==> config.mk <==
export PLATFORM = sky130hd
export DESIGN_NAME = alu_issuer_flat
export DESIGN_NICKNAME = d
export VERILOG_FILES = /design/src/rtl/alu_issuer_pkg.sv /design/src/rtl/alu_issuer_if.sv /design/src/rtl/alu_issuer_decoder.sv /design/src/rtl/alu_issuer.sv /design/src/flat_wrapper.sv
export SDC_FILE = /design/constraint.sdc
export NUM_CORES = 1
export LEC_CHECK = 0
export CORE_AREA = 2 2 106 108
export DETAILED_ROUTE_END_ITERATION = 10
export DIE_AREA = 0 0 108 110
export PLACE_DENSITY = 0.83
export SYNTH_ARGS = -nofsm -noshare
export SYNTH_HDL_FRONTEND = slang
export SYNTH_HIERARCHICAL = 1
export SYNTH_SLANG_ARGS = --single-unit
==> constraint.sdc <==
create_clock -name clk_i -period 3.7 [get_ports clk_i]
set_input_delay 0.74 -clock clk_i [delete_from_list [all_inputs] [get_ports clk_i]]
set_output_delay 0.74 -clock clk_i [all_outputs]
set_load 0.05 [all_outputs]
==> src/rtl/alu_issuer_pkg.sv <==
// Shared types for the ALU issuer: operator encoding, FSM states and funct3 constants.
package alu_issuer_pkg;

    typedef enum logic [3:0] {
        ALU_ADD, ALU_SUB, ALU_SLL, ALU_SLT, ALU_SLTU, ALU_XOR, ALU_SRL, ALU_SRA,
        ALU_OR, ALU_AND, ALU_EQ, ALU_NE, ALU_LT, ALU_GE, ALU_LTU, ALU_GEU
    } alu_op;

    typedef enum logic [2:0] {IDLE, SETUP, REQ, WAIT, RESP} issuer_state_e;

    localparam logic [2:0] F3_ADD  = 3'b000;
    localparam logic [2:0] F3_SLL  = 3'b001;
    localparam logic [2:0] F3_SLT  = 3'b010;
    localparam logic [2:0] F3_SLTU = 3'b011;
    localparam logic [2:0] F3_XOR  = 3'b100;
    localparam logic [2:0] F3_SR   = 3'b101;
    localparam logic [2:0] F3_OR   = 3'b110;
    localparam logic [2:0] F3_AND  = 3'b111;

    localparam logic [2:0] F3_BEQ  = 3'b000;
    localparam logic [2:0] F3_BNE  = 3'b001;
    localparam logic [2:0] F3_BLT  = 3'b100;
    localparam logic [2:0] F3_BGE  = 3'b101;
    localparam logic [2:0] F3_BLTU = 3'b110;
    localparam logic [2:0] F3_BGEU = 3'b111;

    function automatic logic is_compare(input alu_op op);
        return op inside {ALU_EQ, ALU_NE, ALU_LT, ALU_GE, ALU_LTU, ALU_GEU};
    endfunction

endpackage

==> src/rtl/alu_issuer_if.sv <==
// Decode-side request, ALU-side request and result handshake bundle of the ALU issuer.
interface alu_issuer_if;
    import alu_issuer_pkg::*;

    logic        in_valid;
    logic        in_ready;
    logic [2:0]  funct3;
    logic        funct7b5;
    logic        is_imm;
    logic        is_branch;
    logic [31:0] rs1;
    logic [31:0] rs2;
    logic [31:0] imm;
    logic        alu_req;
    alu_op       alu_operator;
    logic [31:0] alu_op_a;
    logic [31:0] alu_op_b;
    logic [31:0] alu_result;
    logic        out_valid;
    logic        out_ready;
    logic [31:0] out_result;
    logic        out_illegal;
    logic        out_taken;

    modport slave (
        input  in_valid, funct3, funct7b5, is_imm, is_branch, rs1, rs2, imm,
               alu_result, out_ready,
        output in_ready, alu_req, alu_operator, alu_op_a, alu_op_b,
               out_valid, out_result, out_illegal, out_taken
    );

    modport master (
        output in_valid, funct3, funct7b5, is_imm, is_branch, rs1, rs2, imm,
               alu_result, out_ready,
        input  in_ready, alu_req, alu_operator, alu_op_a, alu_op_b,
               out_valid, out_result, out_illegal, out_taken
    );

endinterface

==> src/rtl/alu_issuer_decoder.sv <==
// Combinational RV32I OP/OP-IMM (and optional branch) funct3/funct7 decode to alu_op.
// Branch decoding is present only when ALU_ISSUE_BRANCH_EN is defined.
module alu_op_decoder
    import alu_issuer_pkg::*;
(
    input  logic [2:0] funct3,
    input  logic       funct7b5,
    input  logic       is_imm,
    input  logic       is_branch,
    output alu_op      op,
    output logic       use_imm,
    output logic       illegal
);

    logic branch_sel;

`ifdef ALU_ISSUE_BRANCH_EN
    assign branch_sel = is_branch;
`else
    logic unused_branch;
    assign unused_branch = is_branch;
    assign branch_sel    = 1'b0;
`endif

    always_comb begin
        op      = ALU_ADD;
        use_imm = is_imm;
        illegal = 1'b0;
        if (branch_sel) begin
            use_imm = 1'b0;
            case (funct3)
                F3_BEQ:  op = ALU_EQ;
                F3_BNE:  op = ALU_NE;
                F3_BLT:  op = ALU_LT;
                F3_BGE:  op = ALU_GE;
                F3_BLTU: op = ALU_LTU;
                F3_BGEU: op = ALU_GEU;
                default: illegal = 1'b1;
            endcase
        end else begin
            case (funct3)
                F3_ADD:  op = (!is_imm && funct7b5) ? ALU_SUB : ALU_ADD;
                F3_SLL:  op = ALU_SLL;
                F3_SLT:  op = ALU_SLT;
                F3_SLTU: op = ALU_SLTU;
                F3_XOR:  op = ALU_XOR;
                F3_SR:   op = funct7b5 ? ALU_SRA : ALU_SRL;
                F3_OR:   op = ALU_OR;
                default: op = ALU_AND;
            endcase
            // bit 30 is only meaningful for shift-right and register SUB
            illegal = funct7b5 && (funct3 != F3_SR) && !(funct3 == F3_ADD && !is_imm);
        end
    end

endmodule

==> src/rtl/alu_issuer.sv <==
// ALU request initiator: decode, present operands, strobe, settle, capture, return result.
// Optional branch-compare support with ALU_ISSUE_BRANCH_EN.
module alu_issuer
    import alu_issuer_pkg::*;
#(
    parameter int unsigned SETTLE_CYCLES = 2
) (
    input logic         clk_i,
    input logic         rst_i,
    alu_issuer_if.slave bus
);

    if (SETTLE_CYCLES == 0) begin : g_bad_settle
        $error("alu_issuer: SETTLE_CYCLES must be at least 1");
    end

    localparam int unsigned CW = $clog2(SETTLE_CYCLES + 1);

    issuer_state_e state, state_d;
    alu_op         dec_op;
    logic          dec_use_imm;
    logic          dec_illegal;
    logic [CW-1:0] cnt;
    alu_op         operator_q;
    logic [31:0]   op_a_q;
    logic [31:0]   op_b_q;
    logic [31:0]   result_q;
    logic          illegal_q;
    logic          in_ready;
    logic          alu_req;
    logic          out_valid;

    alu_op_decoder u_dec (
        .funct3    (bus.funct3),
        .funct7b5  (bus.funct7b5),
        .is_imm    (bus.is_imm),
        .is_branch (bus.is_branch),
        .op        (dec_op),
        .use_imm   (dec_use_imm),
        .illegal   (dec_illegal)
    );

    always_ff @(posedge clk_i) begin
        if (rst_i) state <= IDLE;
        else       state <= state_d;
    end

    always_comb begin
        state_d   = state;
        in_ready  = 1'b0;
        alu_req   = 1'b0;
        out_valid = 1'b0;
        case (state)
            IDLE: begin
                in_ready = 1'b1;
                if (bus.in_valid) state_d = dec_illegal ? RESP : SETUP;
            end
            SETUP: state_d = REQ;
            REQ: begin
                alu_req = 1'b1;
                state_d = WAIT;
            end
            WAIT: if (cnt == '0) state_d = RESP;
            RESP: begin
                out_valid = 1'b1;
                if (bus.out_ready) state_d = IDLE;
            end
            default: state_d = IDLE;
        endcase
    end

    always_ff @(posedge clk_i) begin
        if (rst_i) begin
            operator_q <= ALU_ADD;
            op_a_q     <= '0;
            op_b_q     <= '0;
            result_q   <= '0;
            illegal_q  <= 1'b0;
            cnt        <= '0;
        end else begin
            // illegal requests leave the ALU-facing registers untouched
            if (state == IDLE && bus.in_valid) begin
                illegal_q <= dec_illegal;
                if (dec_illegal) begin
                    result_q <= '0;
                end else begin
                    operator_q <= dec_op;
                    op_a_q     <= bus.rs1;
                    op_b_q     <= dec_use_imm ? bus.imm : bus.rs2;
                end
            end
            if (state == REQ)                    cnt <= CW'(SETTLE_CYCLES - 1);
            else if (state == WAIT && cnt != '0) cnt <= cnt - 1'b1;
            if (state == WAIT && cnt == '0) result_q <= bus.alu_result;
        end
    end

`ifdef ALU_ISSUE_BRANCH_EN
    logic taken_q;
    always_ff @(posedge clk_i) begin
        if (rst_i)
            taken_q <= 1'b0;
        else if (state == IDLE && bus.in_valid)
            taken_q <= 1'b0;
        else if (state == WAIT && cnt == '0)
            taken_q <= is_compare(operator_q) & bus.alu_result[0];
    end
    assign bus.out_taken = taken_q;
`else
    assign bus.out_taken = 1'b0;
`endif

    assign bus.in_ready     = in_ready;
    assign bus.alu_req      = alu_req;
    assign bus.out_valid    = out_valid;
    assign bus.alu_operator = operator_q;
    assign bus.alu_op_a     = op_a_q;
    assign bus.alu_op_b     = op_b_q;
    assign bus.out_result   = result_q;
    assign bus.out_illegal  = illegal_q;

endmodule

==> src/flat_wrapper.sv <==
// flat-port wrapper written by rule: the top's interface ports become plain ports
module alu_issuer_flat import alu_issuer_pkg::*;
#(
    parameter int unsigned SETTLE_CYCLES = 2
)
  (clk_i, rst_i, bus_in_valid, bus_funct3, bus_funct7b5, bus_is_imm, bus_is_branch, bus_rs1, bus_rs2, bus_imm, bus_alu_result, bus_out_ready, bus_in_ready, bus_alu_req, bus_alu_operator, bus_alu_op_a, bus_alu_op_b, bus_out_valid, bus_out_result, bus_out_illegal, bus_out_taken);
  alu_issuer_if bus_i ();
  input logic clk_i;
  input logic rst_i;
  input wire logic [$bits(bus_i.in_valid)-1:0] bus_in_valid;
  input wire logic [$bits(bus_i.funct3)-1:0] bus_funct3;
  input wire logic [$bits(bus_i.funct7b5)-1:0] bus_funct7b5;
  input wire logic [$bits(bus_i.is_imm)-1:0] bus_is_imm;
  input wire logic [$bits(bus_i.is_branch)-1:0] bus_is_branch;
  input wire logic [$bits(bus_i.rs1)-1:0] bus_rs1;
  input wire logic [$bits(bus_i.rs2)-1:0] bus_rs2;
  input wire logic [$bits(bus_i.imm)-1:0] bus_imm;
  input wire logic [$bits(bus_i.alu_result)-1:0] bus_alu_result;
  input wire logic [$bits(bus_i.out_ready)-1:0] bus_out_ready;
  output wire logic [$bits(bus_i.in_ready)-1:0] bus_in_ready;
  output wire logic [$bits(bus_i.alu_req)-1:0] bus_alu_req;
  output wire logic [$bits(bus_i.alu_operator)-1:0] bus_alu_operator;
  output wire logic [$bits(bus_i.alu_op_a)-1:0] bus_alu_op_a;
  output wire logic [$bits(bus_i.alu_op_b)-1:0] bus_alu_op_b;
  output wire logic [$bits(bus_i.out_valid)-1:0] bus_out_valid;
  output wire logic [$bits(bus_i.out_result)-1:0] bus_out_result;
  output wire logic [$bits(bus_i.out_illegal)-1:0] bus_out_illegal;
  output wire logic [$bits(bus_i.out_taken)-1:0] bus_out_taken;
  assign bus_i.in_valid = bus_in_valid;
  assign bus_i.funct3 = bus_funct3;
  assign bus_i.funct7b5 = bus_funct7b5;
  assign bus_i.is_imm = bus_is_imm;
  assign bus_i.is_branch = bus_is_branch;
  assign bus_i.rs1 = bus_rs1;
  assign bus_i.rs2 = bus_rs2;
  assign bus_i.imm = bus_imm;
  assign bus_i.alu_result = bus_alu_result;
  assign bus_i.out_ready = bus_out_ready;
  assign bus_in_ready = bus_i.in_ready;
  assign bus_alu_req = bus_i.alu_req;
  assign bus_alu_operator = bus_i.alu_operator;
  assign bus_alu_op_a = bus_i.alu_op_a;
  assign bus_alu_op_b = bus_i.alu_op_b;
  assign bus_out_valid = bus_i.out_valid;
  assign bus_out_result = bus_i.out_result;
  assign bus_out_illegal = bus_i.out_illegal;
  assign bus_out_taken = bus_i.out_taken;
  alu_issuer #(.SETTLE_CYCLES(SETTLE_CYCLES)) u_core (.clk_i(clk_i), .rst_i(rst_i), .bus(bus_i));
endmodule
### Word-level counts from Yosys, hierarchy flattened

Index checks and enable logic that the tools add are counted.

* register bits: 106
* logic and storage cells: 61

* add/subtract/negate cells: 1
* equal/unequal tests: 14
* mux-type cells: 17
* bitwise gates (word level): 1
* reductions and logical operators: 20

Operators by type and width (count)
* 32-bit 2-to-1 mux: 4
* 4-bit case mux with 7 select lines: 1
* 3-bit case mux with 5 select lines: 1
* 3-bit by 2-bit == test with 1-bit output (second input constant): 4
* 3-bit == test (second input constant): 4
* 3-bit 2-to-1 mux: 4
* 2-bit nonzero test: 4
* 1-bit logical AND: 7
* 1-bit 2-to-1 mux: 7
* 3-bit by 1-bit == test with 1-bit output (second input constant): 2
* 3-bit zero test: 2
* 2-bit inequality test (second input constant): 3
* 2-bit AND reduction: 2
* 3-bit inequality test (second input constant): 1
* 3-bit AND reduction: 1
* 1-bit zero test: 2
* 2-bit zero test: 1
* 2-bit OR reduction: 1
* 2-bit by 1-bit subtractor with 2-bit output (second input constant): 1
* 1-bit inverter: 1

### Longest topological paths before layout

* word-level depth: 7
* mapped depth: 9

### Modules after synthesis

Netlist, hierarchy kept.

Modules (own cells, without submodules)
* alu_issuer: instances 1, cells an instance 425, area an instance 4189.0 um^2, seq. area each 2122.0 um^2
* alu_op_decoder: instances 1, cells an instance 14, area an instance 105.1 um^2, seq. area each 0.0 um^2

### Worst setup path after synthesis

No wires, ideal clock.

* kind: reg-to-output
* start point: reg u_core.state[2]
* end point: out bus_in_ready
* arrival time: 1.555 ns
* required time: 2.960 ns
* setup slack: 1.405 ns
* cell stages (with the launch flop): 3
* buffers on the path: 1
* path through: dfxtp_1 -> buf_2 -> nor3_1

* word-level cells in the longest chain between the ends: 2

Ends and longest elaborated chain
* start, declared: RTL line alu_issuer.sv:19 `issuer_state_e state, state_d;`
* start signal, assigned: RTL line alu_issuer.sv:45 `else state <= state_d;`
* 3-bit zero test: RTL line alu_issuer.sv:53 `case (state)`
* 1-bit 2-to-1 mux: RTL line alu_issuer.sv:53
* end, declared: RTL line flat_wrapper.sv:20 `output wire logic [$bits(bus_i.in_ready)-1:0] bus_in_ready;`

Every way passes these cells.

### Final worst setup path

* start point: reg u_core.state[1]
* end point: out bus_out_valid

* word-level cells in the longest chain between the ends: 2

Ends and longest elaborated chain
* 3-bit == test: RTL line alu_issuer.sv:53
* 1-bit 2-to-1 mux: RTL line alu_issuer.sv:53
* end, declared: RTL line flat_wrapper.sv:25 `output wire logic [$bits(bus_i.out_valid)-1:0] bus_out_valid;`

Every way passes these cells.

==> results.cfg <==
[timing]
finalHoldViolCount = 0
fin_crit_sh = 0.743
finalCriticalPeriod_ns = 2.75
grt_setup_unrepaired = no
tns_ns = 0
setup_viol = 0
skew_ns = 0.0110
fmax_mhz = 364
worst_pin_slew_ns = 0.694
relSlewSlack = 0.537
slew_viol_final = 0

[yosys]
synth-main-ff-cell = dfxtp_1
ys_seq_area_frac = 0.494
synth.area.top_cells = dfxtp_1 49%, a21oi_1 8.4%, mux2i_1 7.7%, a22o_1 6.5%, a211oi_1 5.6%
synth_seq_cells = 106
yosys_warnings = 6
synth_top_area_frac = 0.494
postSynthAreaPerCell_sq_um = 9.78
async_flop_share = 0
synth_top_area_cell = dfxtp_1
synthesis.nets = 578
synth_area_sq_um = 4290
netlist_instances = 439
synth-edff-count = 0
synthDistinctLibCells = 39

[grt]
grt_max_degree = 67
grt_pass1_wl_microns = 19800
grt_antenna_before_repair = 0
grt_use_total = 0.208
overflow = 0
grt_pass1_vias = 4140

[routing]
vias_per_cell = 5.27
detail-route-antenna-nets = 0
drc = 0
dr_total_vias = 4183
wl_per_cell_microns = 16.4
drt-total-wl_microns = 13000
drtIter0Drc = 209
firstDrtPassIters = 4

[final_layout]
mostFrequentLayoutCell = clkdlybuf4s50_1
finalNetCount = 790
area_growth_syn_to_layout_pct = 60.3
drive_above_1_share = 0.0550
fin_util = 0.643
fillers = 874
stdcell_count = 794
diodes = 0
final_cell_mix = 238 x clkdlybuf4s50_1, 106 x dfxtp_1, 72 x a21oi_1
fin_area_sq_um = 6880

[clock_network]
cts_buffers = 9
cts_resized = 0
clock-root-buffer = clkbuf_8
clock-sinks = 106
ctsHoldBuffers = 0
path_clk_slew_ns = 0.10
cts_tree = yes
cts_setup_buffers = 0
insertion_delay_ns = 0.36
ctsHtreeMaxLevel = 3
cts.path.max_buffers = 2

[job]
max-cap-violations = 0

[setup_path]
required_ns = 2.96
worstSetupPathType = reg -> out
worstSetupEndpointType = output port
arrival_ns = 2.01
critPathLaunchType = register
crit_path_max_fanout = 10

[floorplan]
rows = 38
pin_count = 243
core_sq_um = 10700
start_util = 0.401
die-area_sq_um = 11900
fp.dieH_microns = 110
die_w_microns = 108

[place]
place_inst = 780
postPlaceCellArea_sq_um = 6680
place_congestion = 0.783
port_buffers = 240
dp_hpwl_microns = 9350

[power_and_ir_drop]
p_leak_nw = 2.49
total_power_mw = 2.86
vdd_ir_drop_max_mv = 0.222
powerDensity_nw_per_um2 = 416

[status]
outcome = finished, final reports clean

[worst_hold_path]
hold_path.class = reg -> reg
synth_stat cells, types with 2 or more instances:
cell type  instances
dfxtp_1          106
a21oi_1           72
nand3_1           36
mux2i_1           33
a211oi_1          32
a22o_1            32
o21ai_0           31
clkbuf_1          21
buf_2             15
o21ai_1            8
buf_6              7
buf_4              4
nor2_1             4
and2_1             3
inv_1              3
nand2_1            3
nand2b_1           3
nor3_1             3
a31oi_1            2
nor4_1             2
per-layer routing:
metal  part of all wire  track usage
met1               0.39        0.239
met2               0.52        0.381
met3              0.063       0.0435
met4              0.020       0.0788
met5                  0            0
metrics by stage:
step	hold WS [ns]	worst slack (ns)
final	0.465	0.949
after detailed placement	0.457	0.653
after CTS	0.472	0.939
after global routing	0.486	0.795
after global placement	0.452	0.758
after floorplan	0.450	1.41
where the power goes:
group	total [mW]	switching [mW]	internal, mW
combinational	0.854	0.507	0.347
clock	0.750	0.376	0.374
sequential	1.26	0.0425	1.21
total	2.86	0.926	1.93
state kept, by name, summed over array words and instances, names as in the netlist:
signal and cells:
u_core/bus.alu_op_a 32, u_core/bus.out_illegal 1, u_core/state 3, u_core/bus.out_result 32, u_core/bus.alu_op_b 32, u_core/cnt 2
u_core/bus.alu_operator 4
area by class of cell:
cell class | instances | area (sq um) | area share
Sequential cell | 106 | 2120 | 0.308
Clock buffer | 9 | 124 | 0.0180
Tap cell | 140 | 175 | 0.0254
Timing Repair Buffer | 249 | 2470 | 0.359
Inverter | 4 | 15.0 | 0.00218
Clock inverter | 5 | 81.3 | 0.0118
Multi-Input combinational cell | 281 | 1890 | 0.275
path summary, 6_finish.rpt:
kind,from,depth (start not counted),to,slack [ns]
max,u_core/state[1]$_SDFFE_PP0P_,3,bus_out_valid,0.95
min,u_core/bus.out_illegal$_SDFFE_PP0P_,2,u_core/bus.out_illegal$_SDFFE_PP0P_,0.47
max reg2reg,u_core/state[2]$_SDFFE_PP0P_,3,u_core/bus.alu_op_b[31]$_SDFFE_PP0P_,1.68
min reg2reg,u_core/bus.out_illegal$_SDFFE_PP0P_,2,u_core/bus.out_illegal$_SDFFE_PP0P_,0.47
kinds of logic (layout without fill, tap and decap cells):
group           after synthesis  count (layout)  synth area share
compound gates              180             180             0.263
fa+ha+maj                     1               1           0.00291
buf+inv                      52             267            0.0656
flops                       106             106             0.494
mux                          34              34            0.0795
other cells                   1               1          0.000873
simple gates                 65              65            0.0938
critical path, cell delays in order (launching register included):
cell and delay, ns:
dfxtp_1 0.42, nor2_1 0.23, and2_1 0.17, clkdlybuf4s50_1 0.83
Note: power is estimated with default switching activity, not from simulation.
